$ cat config.mk
export PLATFORM = sky130hd
export DESIGN_NAME = fetch_stage
export DESIGN_NICKNAME = d
export VERILOG_FILES = /design/src/rtl/fetch_stage.sv
export SDC_FILE = /design/constraint.sdc
export NUM_CORES = 1
export LEC_CHECK = 0
export ABC_AREA = 1
export BUFFER_PORTS_ARGS = -buffer_cell sky130_fd_sc_hd__buf_4
export CAP_MARGIN = 0
export CORE_UTILIZATION = 30
export CTS_BUF_LIST = sky130_fd_sc_hd__clkbuf_8
export CTS_CLUSTER_DIAMETER = 30
export DETAILED_ROUTE_END_ITERATION = 8
export PLACE_DENSITY = 0.43
export SYNTH_ARGS = -nofsm -noshare
export SYNTH_HDL_FRONTEND = slang
export SYNTH_SLANG_ARGS = --single-unit
$ cat constraint.sdc
create_clock -name clk -period 2.1 [get_ports clk]
set_input_delay 0.21 -clock clk [delete_from_list [all_inputs] [get_ports clk]]
set_output_delay 0.21 -clock clk [all_outputs]
set_load 0.01 [all_outputs]
$ cat src/rtl/fetch_stage.sv
// Instruction fetch front end: PC, single-outstanding imem requests, and a {pc, instr}
// fetch queue drained by decode over valid/ready; redirects flush and restart fetch.
module fetch_stage #(
  parameter int unsigned           ADDR_WIDTH  = 32,
  parameter int unsigned           INSTR_WIDTH = 32,
  parameter int unsigned           FQ_DEPTH    = 4,
  parameter logic [ADDR_WIDTH-1:0] RESET_PC    = '0
) (
  input  logic                        clk,
  input  logic                        rst_n,
  output logic                        imem_req_valid_o,
  input  logic                        imem_req_ready_i,
  output logic [ADDR_WIDTH-1:0]       imem_req_addr_o,
  input  logic                        imem_rsp_valid_i,
  input  logic [INSTR_WIDTH-1:0]      imem_rsp_data_i,
  output logic                        instr_valid_o,
  input  logic                        instr_ready_i,
  output logic [INSTR_WIDTH-1:0]      instr_o,
  output logic [ADDR_WIDTH-1:0]       pc_o,
  input  logic                        redirect_valid_i,
  input  logic [ADDR_WIDTH-1:0]       redirect_pc_i,
  output logic [$clog2(FQ_DEPTH):0]   fq_count_o
);

  localparam int unsigned PTR_W = $clog2(FQ_DEPTH);
  localparam int unsigned CNT_W = PTR_W + 1;

  typedef enum logic [1:0] {
    S_FETCH = 2'd0,
    S_WAIT  = 2'd1,
    S_DRAIN = 2'd2
  } state_e;

  state_e                  state_q, state_d;
  logic [ADDR_WIDTH-1:0]   pc_q, pc_d;
  logic [ADDR_WIDTH-1:0]   req_pc_q, req_pc_d;
  logic [PTR_W-1:0]        rd_ptr_q, rd_ptr_d;
  logic [PTR_W-1:0]        wr_ptr_q, wr_ptr_d;
  logic [CNT_W-1:0]        count_q, count_d;

  logic [INSTR_WIDTH-1:0]  fq_instr_q [FQ_DEPTH];
  logic [ADDR_WIDTH-1:0]   fq_pc_q    [FQ_DEPTH];

  logic                    req_valid_c;
  logic                    instr_valid_c;
  logic                    has_space_c;
  logic                    fq_empty_c;
  logic                    push_c;
  logic                    pop_c;
  logic                    unused_rpc_lsb_c;

  // Low two bits of the restart PC are forced to zero, so they are never consumed.
  assign unused_rpc_lsb_c = ^redirect_pc_i[1:0];

  // State, PC and queue bookkeeping registers.
  always_ff @(posedge clk or negedge rst_n) begin
    if (!rst_n) begin
      state_q  <= S_FETCH;
      pc_q     <= RESET_PC;
      req_pc_q <= '0;
      rd_ptr_q <= '0;
      wr_ptr_q <= '0;
      count_q  <= '0;
    end else begin
      state_q  <= state_d;
      pc_q     <= pc_d;
      req_pc_q <= req_pc_d;
      rd_ptr_q <= rd_ptr_d;
      wr_ptr_q <= wr_ptr_d;
      count_q  <= count_d;
    end
  end

  // Queue storage; only the slot at the write pointer changes on a push.
  always_ff @(posedge clk or negedge rst_n) begin
    if (!rst_n) begin
      for (int i = 0; i < int'(FQ_DEPTH); i++) begin
        fq_instr_q[i] <= '0;
        fq_pc_q[i]    <= '0;
      end
    end else if (push_c) begin
      fq_instr_q[wr_ptr_q] <= imem_rsp_data_i;
      fq_pc_q[wr_ptr_q]    <= req_pc_q;
    end
  end

  // Next-state, request and queue control.
  always_comb begin
    state_d       = state_q;
    pc_d          = pc_q;
    req_pc_d      = req_pc_q;
    rd_ptr_d      = rd_ptr_q;
    wr_ptr_d      = wr_ptr_q;
    count_d       = count_q;
    req_valid_c   = 1'b0;
    push_c        = 1'b0;

    has_space_c   = (count_q < CNT_W'(FQ_DEPTH));
    fq_empty_c    = (count_q == '0);
    instr_valid_c = ~fq_empty_c & ~redirect_valid_i;
    pop_c         = instr_valid_c & instr_ready_i;

    case (state_q)
      S_FETCH: begin
        req_valid_c = has_space_c & ~redirect_valid_i;
        if (req_valid_c && imem_req_ready_i) begin
          req_pc_d = pc_q;
          pc_d     = pc_q + ADDR_WIDTH'(4);
          state_d  = S_WAIT;
        end
      end
      S_WAIT: begin
        if (imem_rsp_valid_i) begin
          push_c  = ~redirect_valid_i;
          state_d = S_FETCH;
        end
      end
      S_DRAIN: begin
        if (imem_rsp_valid_i) begin
          state_d = S_FETCH;
        end
      end
      default: begin
        state_d = S_FETCH;
      end
    endcase

    if (push_c) begin
      wr_ptr_d = wr_ptr_q + PTR_W'(1);
    end
    if (pop_c) begin
      rd_ptr_d = rd_ptr_q + PTR_W'(1);
    end
    count_d = count_q + CNT_W'(push_c) - CNT_W'(pop_c);

    // Redirect overrides everything; an outstanding request not answered this cycle must be drained.
    if (redirect_valid_i) begin
      rd_ptr_d = '0;
      wr_ptr_d = '0;
      count_d  = '0;
      pc_d     = {redirect_pc_i[ADDR_WIDTH-1:2], 2'b00};
      if ((state_q != S_FETCH) && !imem_rsp_valid_i) begin
        state_d = S_DRAIN;
      end else begin
        state_d = S_FETCH;
      end
    end
  end

  // Outputs are forced to zero while reset is asserted.
  always_comb begin
    imem_req_valid_o = rst_n & req_valid_c;
    imem_req_addr_o  = rst_n ? pc_q : '0;
    instr_valid_o    = rst_n & instr_valid_c;
    instr_o          = (rst_n && !fq_empty_c) ? fq_instr_q[rd_ptr_q] : '0;
    pc_o             = (rst_n && !fq_empty_c) ? fq_pc_q[rd_ptr_q]    : '0;
    fq_count_o       = count_q;
  end

endmodule
==> results.json, run 1 <==
{
  "finalPower_mw": 30.42,
  "finalSetupTns_ns": -11.70,
  "finalClockSkew_ns": 0.02879,
  "syn_to_final_growth_pct": 45.98,
  "drt-wirelength-per-cell_um": 17.50,
  "yosysWarnings": 0,
  "design.die.area_um2": 51900,
  "cts-root-buf": "clkbuf_8",
  "drive_above_1_share": 0.2635,
  "buffer_ports.inserted": 164,
  "postRouteAntennaNets": 0,
  "yosysSeqAreaShare": 0.5186,
  "critPathLaunchType": "flip-flop",
  "ys_ff_latch": 317,
  "clkSlewWorstSetupHoldPaths_ns": 0.05,
  "post-route-min-period_ns": 2.343,
  "cp-end-kind": "output pin",
  "cts_buffers": 97,
  "final_cells": 3006,
  "hold_class": "primary input to asynchronous set/reset pin",
  "syn_area_per_cell_um2": 7.845,
  "gp_congestion": 0.7686,
  "dp.cells": 2706,
  "fill_cells": 5047,
  "violations": "setup timing",
  "firstDrtPassIters": 5,
  "dieHeight_um": 227.8,
  "setup_viol": 62,
  "worst_slack_ns": -0.2426,
  "syn_area_um2": 15300,
  "stdcell_area_um2": 22330,
  "coreArea_um2": 50270,
  "synth_top_area_cell": "dfrtp_1",
  "synth_most_common_cell": "nand2_1",
  "critPathRequiredTime_ns": 1.89,
  "max_slew.worst_pin.slew_ns": 0.8356,
  "hold_viol": 0,
  "vias": 13970,
  "clock_path_buffers": 3,
  "initial_core_util": 0.3043,
  "dpl_cell_area_um2": 17230,
  "cp_max_fo": 8,
  "slew_headroom": 0.4429,
  "synth_cells": 1950,
  "clock-sinks": 317,
  "nets": 2335,
  "rows": 82,
  "overflow": 0,
  "grt_pass1_wl_mm": 80.01,
  "cp_slowest_cell": "dfrtp_4",
  "path_cells": "buf_12 > buf_8 > buf_16 > nor2_4 > nor2_1 > o21ai_1 > a21oi_1 > buf_4",
  "antenna_found_initial": 0,
  "drc": 0,
  "yosysUniqueCellTypes": 34,
  "wl_mm": 52.59,
  "fin_crit_sh": 1.116,
  "synth_edf_count": 0,
  "dp_hpwl_mm": 27.88,
  "maxCapViolCount": 0,
  "clock_latency_ns": 0.68,
  "startpoint": "rd_ptr_q[0]$_DFFE_PN0P_",
  "maxSlewViolCount": 0,
  "critPathMaxStageDelay_ns": 0.44,
  "grt_setup_unrepaired": "yes",
  "crit_type": "flip-flop to output pin",
  "synthDominantCellAreaShare": 0.5186,
  "cts.htree.levels": 3,
  "hold_ws_ns": 0.2635,
  "cts_tree": "yes",
  "vias_per_cell": 4.646,
  "synth_flop_cell": "dfrtp_1",
  "die_w_um": 227.8,
  "worst_ep_arrival_time_ns": 2.13,
  "powerDensity_nw_per_um2": 1362,
  "yosys-top-cells-count": "nand2_1, o21ai_0, nor2_1",
  "grt_max_degree": 92,
  "post-place-ws_ns": 0.1956,
  "ir_worst_vdd_uv": 535.2,
  "final_core_util": 0.4442,
  "timing.fmax_mhz": 426.9,
  "track_usage": 0.1980,
  "synth_area_leaders": "dfrtp_1, o21ai_0, nand2_1",
  "grt_pass1_vias": 13780,
  "antenna_cells": 0,
  "ios": 171,
  "status": "finished with violations",
  "leakagePower_nw": 10.58,
  "async_flop_share": 1.000,
  "r2r-start": "state_q[1]$_DFFE_PN0P_",
  "drt_iter0_markers": 745
}
-- flip-flops by register name, summed over array words and instances (netlist names) --
| register | cells |
|---|---|
| fq_count_o | 3 |
| fq_pc_q | 120 |
| rd_ptr_q | 2 |
| fq_instr_q | 128 |
| wr_ptr_q | 2 |
| state_q | 2 |
| req_pc_q | 30 |
| pc_q | 30 |
-- power by group --
part,internal (mW),total (mW),leakage [nW],switching (mW)
Clock,7.33,10.9,1.24,3.54
Combinational,4.82,10.9,5.14,6.13
Sequential,7.56,8.61,4.20,1.05
Total,19.7,30.4,10.6,10.7
-- critical path, delay by kind of cell, from the launching register on --
family	cells	cell delay [ns]
DFF	1	0.44
and+or+nand+nor	2	0.12
AOI/OAI and AO/OA	2	0.24
buffers and inverters	4	0.66
-- cell type report --
type | count | area, um2 | area share
multi-input cells | 1345 | 6845 | 0.3065
repair inverters | 1 | 30.03 | 0.001345
clock buffers | 115 | 1583 | 0.07088
inverters | 167 | 663.1 | 0.02970
flip-flops and latches | 317 | 7938 | 0.3554
well taps | 672 | 840.8 | 0.03765
repair buffers | 326 | 3613 | 0.1618
clock inverters | 63 | 818.3 | 0.03664
-- final timing paths --
path | to | slack [ns] | cells after the start
max | instr_o[13] | -0.24 | 8
min | req_pc_q[12]$_DFFE_PN0P_ | 0.26 | 3
max reg2reg | fq_count_o[2]$_DFF_PN0_ | 0.19 | 10
min reg2reg | fq_pc_q[73]$_DFFE_PN0P_ | 0.48 | 2
max in group asynchronous | fq_pc_q[90]$_DFFE_PN0P_ | 1.03 | 3
min in group clk | pc_q[2]$_DFFE_PN0P_ | 0.33 | 4
-- per-layer routing --
| metal | global-route usage | up-vias | share of wire |
|---|---|---|---|
| li1 | - | 6898 | - |
| met1 | 0.2760 | 6652 | 0.48 |
| met2 | 0.3111 | 339 | 0.46 |
| met3 | 0.03863 | 76 | 0.043 |
| met4 | 0.05595 | 0 | 0.019 |
| met5 | 0 | - | 0 |
-- cells in the final DEF (no fill, tap or decap), drive strengths merged --
master       count
a21oi           76
and2             1
buf            249
bufinv          19
clkbuf         124
clkinv          22
clkinvlp        11
conb             4
dfrtp          317
dlygate4sd3     68
fa               1
ha               9
inv            179
nand2          428
nand3           68
nand3b           2
nand4            1
nor2           327
nor3             2
o211ai           5
o21ai          409
o21bai           6
o22ai            1
or2              1
xnor2            1
xor2             3
-- cell families (layout without fill, tap and decap cells) --
group                    count (synthesis)  after routing  share of synthesized area
AND/OR/NAND/NOR                        830            830                     0.2171
AO/OA/AOI/OAI                          497            497                     0.1645
flip-flops                             317            317                     0.5186
buffers and inverters                  291            672                    0.08866
adder cells (fa/ha/maj)                 10             10                   0.008670
XOR/XNOR                                 4              4                   0.002291
other                                    1              4                  0.0002451
-- what timing repair did --
item | CTS | global route
endpoints found under the setup margin | 63 | 64
buffers inserted | 17 | 5
resized for setup | 183 | 196
gates cloned | 21 | 11
endpoints found under the hold margin | 444 | 0
pin swaps | 56 | 78
hold buffers | 68 | 0
Power figures use the tool's default switching activity.
==> run 2: changes to the inputs <==
==> constraint.sdc (replaced) <==
create_clock -name clk -period 2.3 [get_ports clk]
set_input_delay 0.23 -clock clk [delete_from_list [all_inputs] [get_ports clk]]
set_output_delay 0.23 -clock clk [all_outputs]
set_load 0.01 [all_outputs]
==> results.json, run 2 (synthesis gave the netlist of run 1 again) <==
{
  "slew_headroom": 0.4412,
  "hold_class": "primary input to flip-flop",
  "overflow": 0,
  "status": "finished with violations",
  "r2r-start": "fq_count_o[1]$_DFF_PN0_",
  "firstDrtPassIters": 5,
  "dpl_cell_area_um2": 17150,
  "fill_cells": 5233,
  "clkSlewWorstSetupHoldPaths_ns": 0.05,
  "clock_path_buffers": 3,
  "syn_to_final_growth_pct": 42.29,
  "cp_max_fo": 8,
  "track_usage": 0.1912,
  "cp.depth": 8,
  "worst_slack_ns": -0.04420,
  "worst_ep_arrival_time_ns": 2.11,
  "grt_pass1_vias": 13790,
  "r2r_slack_ns": 0.27,
  "drt_iter0_markers": 862,
  "ir_worst_vdd_uv": 481.4,
  "post-place-ws_ns": 0.2876,
  "maxSlewViolCount": 0,
  "stdcell_area_um2": 21770,
  "vias_per_cell": 4.667,
  "r2r_cells": 11,
  "final_core_util": 0.4330,
  "rows": 82,
  "cts.htree.levels": 3,
  "reg_top3": "fq_instr_q (128), fq_pc_q (120)",
  "gp_congestion": 0.7912,
  "critPathRequiredTime_ns": 2.07,
  "die_w_um": 227.8,
  "dieHeight_um": 227.8,
  "hold_viol": 0,
  "intPower_mw": 16.50,
  "clock-sinks": 317,
  "most-common-layout-cells": "nand2_1, dfrtp_1, o21ai_0, nor2_1, buf_4",
  "pwr-share-comb": 0.367,
  "nets": 2327,
  "reg2reg_to": "fq_count_o[2]$_DFF_PN0_",
  "drt-wirelength-per-cell_um": 17.21,
  "finalClockSkew_ns": 0.01804,
  "powerDensity_nw_per_um2": 1188,
  "dp_hpwl_mm": 27.63,
  "p_clk_frac": 0.332,
  "drive_above_1_share": 0.2501,
  "finalPower_mw": 25.85,
  "path_delay_family": "buffers and inverters",
  "cts_tree": "yes",
  "wl_mm": 51.54,
  "maxCapViolCount": 0,
  "post-route-min-period_ns": 2.344,
  "ios": 171,
  "pwr-share-seq": 0.301,
  "buffer_ports.inserted": 164,
  "leakagePower_nw": 10.41,
  "fin_crit_sh": 1.019,
  "final_common_cell": "nand2_1",
  "finalSetupTns_ns": -0.3655,
  "antenna_found_initial": 1,
  "initial_core_util": 0.3043,
  "setup_viol": 21,
  "cp-end-kind": "output pin",
  "critPathMaxStageDelay_ns": 0.45,
  "crit_path_end": "pc_o[12]",
  "design.die.area_um2": 51900,
  "switchingPower_mw": 9.350,
  "antenna_cells": 0,
  "drc": 0,
  "vias": 13980,
  "grt_max_degree": 97,
  "coreArea_um2": 50270,
  "cp_slowest_cell": "dfrtp_4",
  "crit_buf_inv": 4,
  "cts_buffers": 95,
  "grt_pass1_wl_mm": 78.09,
  "startpoint": "rd_ptr_q[0]$_DFFE_PN0P_",
  "sw_frac_of_total": 0.3617,
  "cts-root-buf": "clkbuf_8",
  "critPathLaunchType": "flip-flop",
  "min_from": "imem_req_ready_i",
  "path_cells": "buf_12 > buf_12 > buf_16 > nor2_4 > nor2_2 > o21ai_2 > a21oi_2 > buf_4",
  "crit_type": "flip-flop to output pin",
  "clock_latency_ns": 0.65,
  "violations": "setup timing",
  "grt_setup_unrepaired": "yes",
  "max_slew.worst_pin.slew_ns": 0.8382,
  "postRouteAntennaNets": 0,
  "timing.fmax_mhz": 426.6,
  "regMostFlops": "fq_instr_q",
  "worst_path_most_repeated_cell": "buf_12",
  "largest_register_ffs": 128
}
## run 2: layout make-up
cell class	instances	area (um2)	share of cell area
inverters	167	655.6	0.03012
flip-flops and latches	317	7941	0.3648
repair inverters	1	30.03	0.001380
well taps	672	840.8	0.03863
repair buffers	320	3526	0.1620
clock buffers	121	1665	0.07651
clock inverters	52	435.4	0.02000
multi-input cells	1345	6673	0.3065
## run 2: worst min path at each step
stage / end / slack (ns) / cells past startpoint
2_1_floorplan: fq_count_o[0]$_DFF_PN0_ / -0.07 / 0
3_3_place_gp: fq_instr_q[60]$_DFFE_PN0P_ / 0.08 / 1
3_5_place_dp: fq_instr_q[60]$_DFFE_PN0P_ / 0.08 / 1
4_1_cts: state_q[0]$_DFFE_PN0P_ / 0.005 / 4
5_1_grt: state_q[0]$_DFFE_PN0P_ / 0.11 / 4
6_report: state_q[0]$_DFFE_PN0P_ / 0.06 / 4
## run 2: power groups by stage
stage / clock [mW] / sequential (mW) / combinational (mW)
after floorplan: 0 / 7.51 / 4.10
after global placement: 0 / 7.76 / 6.35
after detailed placement: 0 / 7.78 / 6.41
after CTS: 8.79 / 7.74 / 8.14
after global routing: 9.13 / 7.97 / 10.4
final: 8.57 / 7.79 / 9.49
## run 2: through the flow
step,instances,hold slack [ns]
2_1_floorplan,1953,-0.06559
3_3_place_gp,2700,0.08224
3_5_place_dp,2700,0.08427
4_1_cts,2969,0.005184
5_1_grt,2995,0.1136
6_report,2995,0.06192
## run 2: worst min-delay path, delay by kind of cell
family / cells / cell delay [ns]
buffers and inverters: 1 / 0.10
AOI/OAI and AO/OA: 3 / 0.33
## run 2: repair_timing
item,CTS,global route
pin swaps,41,71
setup endpoints to repair,62,63
hold buffers,68,0
cloned,16,19
endpoints found under the hold margin,323,0
resized for setup,196,137
buffers inserted,12,7
## run 2: per-layer routing
layer / vias up / global-route usage / part of all wire
li1: 6886 / - / -
met1: 6685 / 0.2669 / 0.49
met2: 327 / 0.2970 / 0.45
met3: 79 / 0.03600 / 0.046
met4: 0 / 0.06250 / 0.019
met5: - / 0 / 0
==> run 3: changes to the inputs <==
==> constraint.sdc (replaced) <==
create_clock -name clk -period 2.6 [get_ports clk]
set_input_delay 0.26 -clock clk [delete_from_list [all_inputs] [get_ports clk]]
set_output_delay 0.26 -clock clk [all_outputs]
set_load 0.01 [all_outputs]
==> results.json, run 3 (synthesis gave the netlist of run 1 again) <==
{
  "largest_register_ffs": 128,
  "postRouteAntennaNets": 0,
  "final_common_cell": "nand2_1",
  "clock-sinks": 317,
  "critPathLaunchType": "flip-flop",
  "clkSlewWorstSetupHoldPaths_ns": 0.05,
  "timing.fmax_mhz": 397.4,
  "cts_buffers": 98,
  "hold_viol": 0,
  "antenna_found_initial": 0,
  "cts_tree": "yes",
  "maxSlewViolCount": 0,
  "grt_setup_unrepaired": "no",
  "multi_input_area_um2": 6045,
  "fin_crit_sh": 0.9679,
  "cts-root-buf": "clkbuf_8",
  "cts_setup_buffers": 0,
  "dp.cells": 2696,
  "overflow": 0,
  "vias_per_cell": 4.590,
  "buffer_ports.inserted": 164,
  "crit_type": "flip-flop to output pin",
  "grt_max_degree": 154,
  "hold_path_depth": 5,
  "drt-wirelength-per-cell_um": 15.82,
  "reg_top3": "fq_instr_q (128), fq_pc_q (120)",
  "hold_class": "primary input to flip-flop",
  "rows": 82,
  "vias": 13500,
  "regMostFlops": "fq_instr_q",
  "ios": 171,
  "track_usage": 0.1816,
  "final_core_util": 0.3987,
  "critPathRequiredTime_ns": 2.34,
  "seq_area_um2": 7938,
  "dp_hpwl_mm": 27.53,
  "powerDensity_nw_per_um2": 1017,
  "grt_pass1_vias": 13500,
  "finalPower_mw": 20.39,
  "leakagePower_nw": 9.793,
  "gp_congestion": 0.7861,
  "syn_to_final_growth_pct": 31.02,
  "finalSetupTns_ns": 0,
  "initial_core_util": 0.3043,
  "clock_path_buffers": 3,
  "drc": 0,
  "fill_cells": 5303,
  "maxCapViolCount": 0,
  "nets": 2270,
  "drive_above_1_share": 0.1683,
  "ir_worst_vdd_uv": 480.6,
  "finalClockSkew_ns": 0.01752,
  "worst_ep_arrival_time_ns": 2.26,
  "cts.htree.levels": 3,
  "cp_max_fo": 42,
  "post-route-min-period_ns": 2.517,
  "most-common-layout-cells": "nand2_1, o21ai_0, nor2_1, dfrtp_1, inv_1",
  "firstDrtPassIters": 5,
  "slew_headroom": 0.3772,
  "dieHeight_um": 227.8,
  "cp-end-kind": "output pin",
  "setup_viol": 0,
  "wl_mm": 46.56,
  "r2r_cells": 11,
  "final_cells": 2942,
  "max_slew.worst_pin.slew_ns": 0.9343,
  "coreArea_um2": 50270,
  "clock_latency_ns": 0.64,
  "post-place-ws_ns": 0.5891,
  "antenna_cells": 0,
  "worst_slack_ns": 0.08333,
  "status": "finished clean",
  "drt_iter0_markers": 831,
  "design.die.area_um2": 51900,
  "die_w_um": 227.8,
  "grt_pass1_wl_mm": 75.18
}
[run 3: metrics by stage]
| stage | hold slack [ns] | area [um2] |
|---|---|---|
| after floorplan | -0.03559 | 15310 |
| after global placement | 0.3392 | 17120 |
| after detailed placement | 0.3336 | 17120 |
| after CTS | 0.04001 | 20000 |
| after global routing | 0.08298 | 20040 |
| final | 0.1063 | 20040 |
[run 3: routing by layer]
metal / track usage / vias up / wire, um
met5: 0 / - / 0
met4: 0.06672 / 0 / 1230
met3: 0.03850 / 85 / 2128
met2: 0.2816 / 319 / 20740
met1: 0.2482 / 6364 / 22460
li1: - / 6736 / -
[run 3: critical path, stage by stage (launching register included)]
cell      delay (ns)
dfrtp_4         0.52
clkinv_2        0.15
buf_12          0.24
o21ai_0         0.12
a21oi_1         0.37
buf_4           0.20
[run 3: path summary, 6_finish.rpt]
check	startpoint	to	slack (ns)
min in group asynchronous	rst_n	fq_pc_q[99]$_DFFE_PN0P_	0.26
max in group asynchronous	rst_n	fq_pc_q[63]$_DFFE_PN0P_	1.42
worst min register to register	fq_pc_q[82]$_DFFE_PN0P_	fq_pc_q[82]$_DFFE_PN0P_	0.47
worst min-delay path	redirect_valid_i	pc_q[25]$_DFFE_PN0P_	0.11
worst max register to register	fq_count_o[2]$_DFF_PN0_	fq_count_o[2]$_DFF_PN0_	0.59
worst max-delay path	rd_ptr_q[0]$_DFFE_PN0P_	pc_o[17]	0.08
[run 3: repair_timing]
item | CTS | global route
gates cloned | 0 | 1
endpoints found under the setup margin | 4 | 22
hold buffers | 65 | 0
resized for setup | 2 | 6
endpoints found under the hold margin | 345 | 0
[run 3: report_power, final]
group	internal, mW	total (mW)	switching (mW)
combinational	2.06	5.70	3.64
clock	5.22	7.89	2.67
sequential	6.10	6.80	0.692
total	13.4	20.4	7.00
[run 3: cell type report]
class,count,share of cell area
clock buffers,127,0.08721
clock inverters,53,0.02354
inverters,167,0.03159
multi-input cells,1345,0.3016
flip-flops and latches,317,0.3961
well taps,672,0.04195
repair buffers,261,0.1181
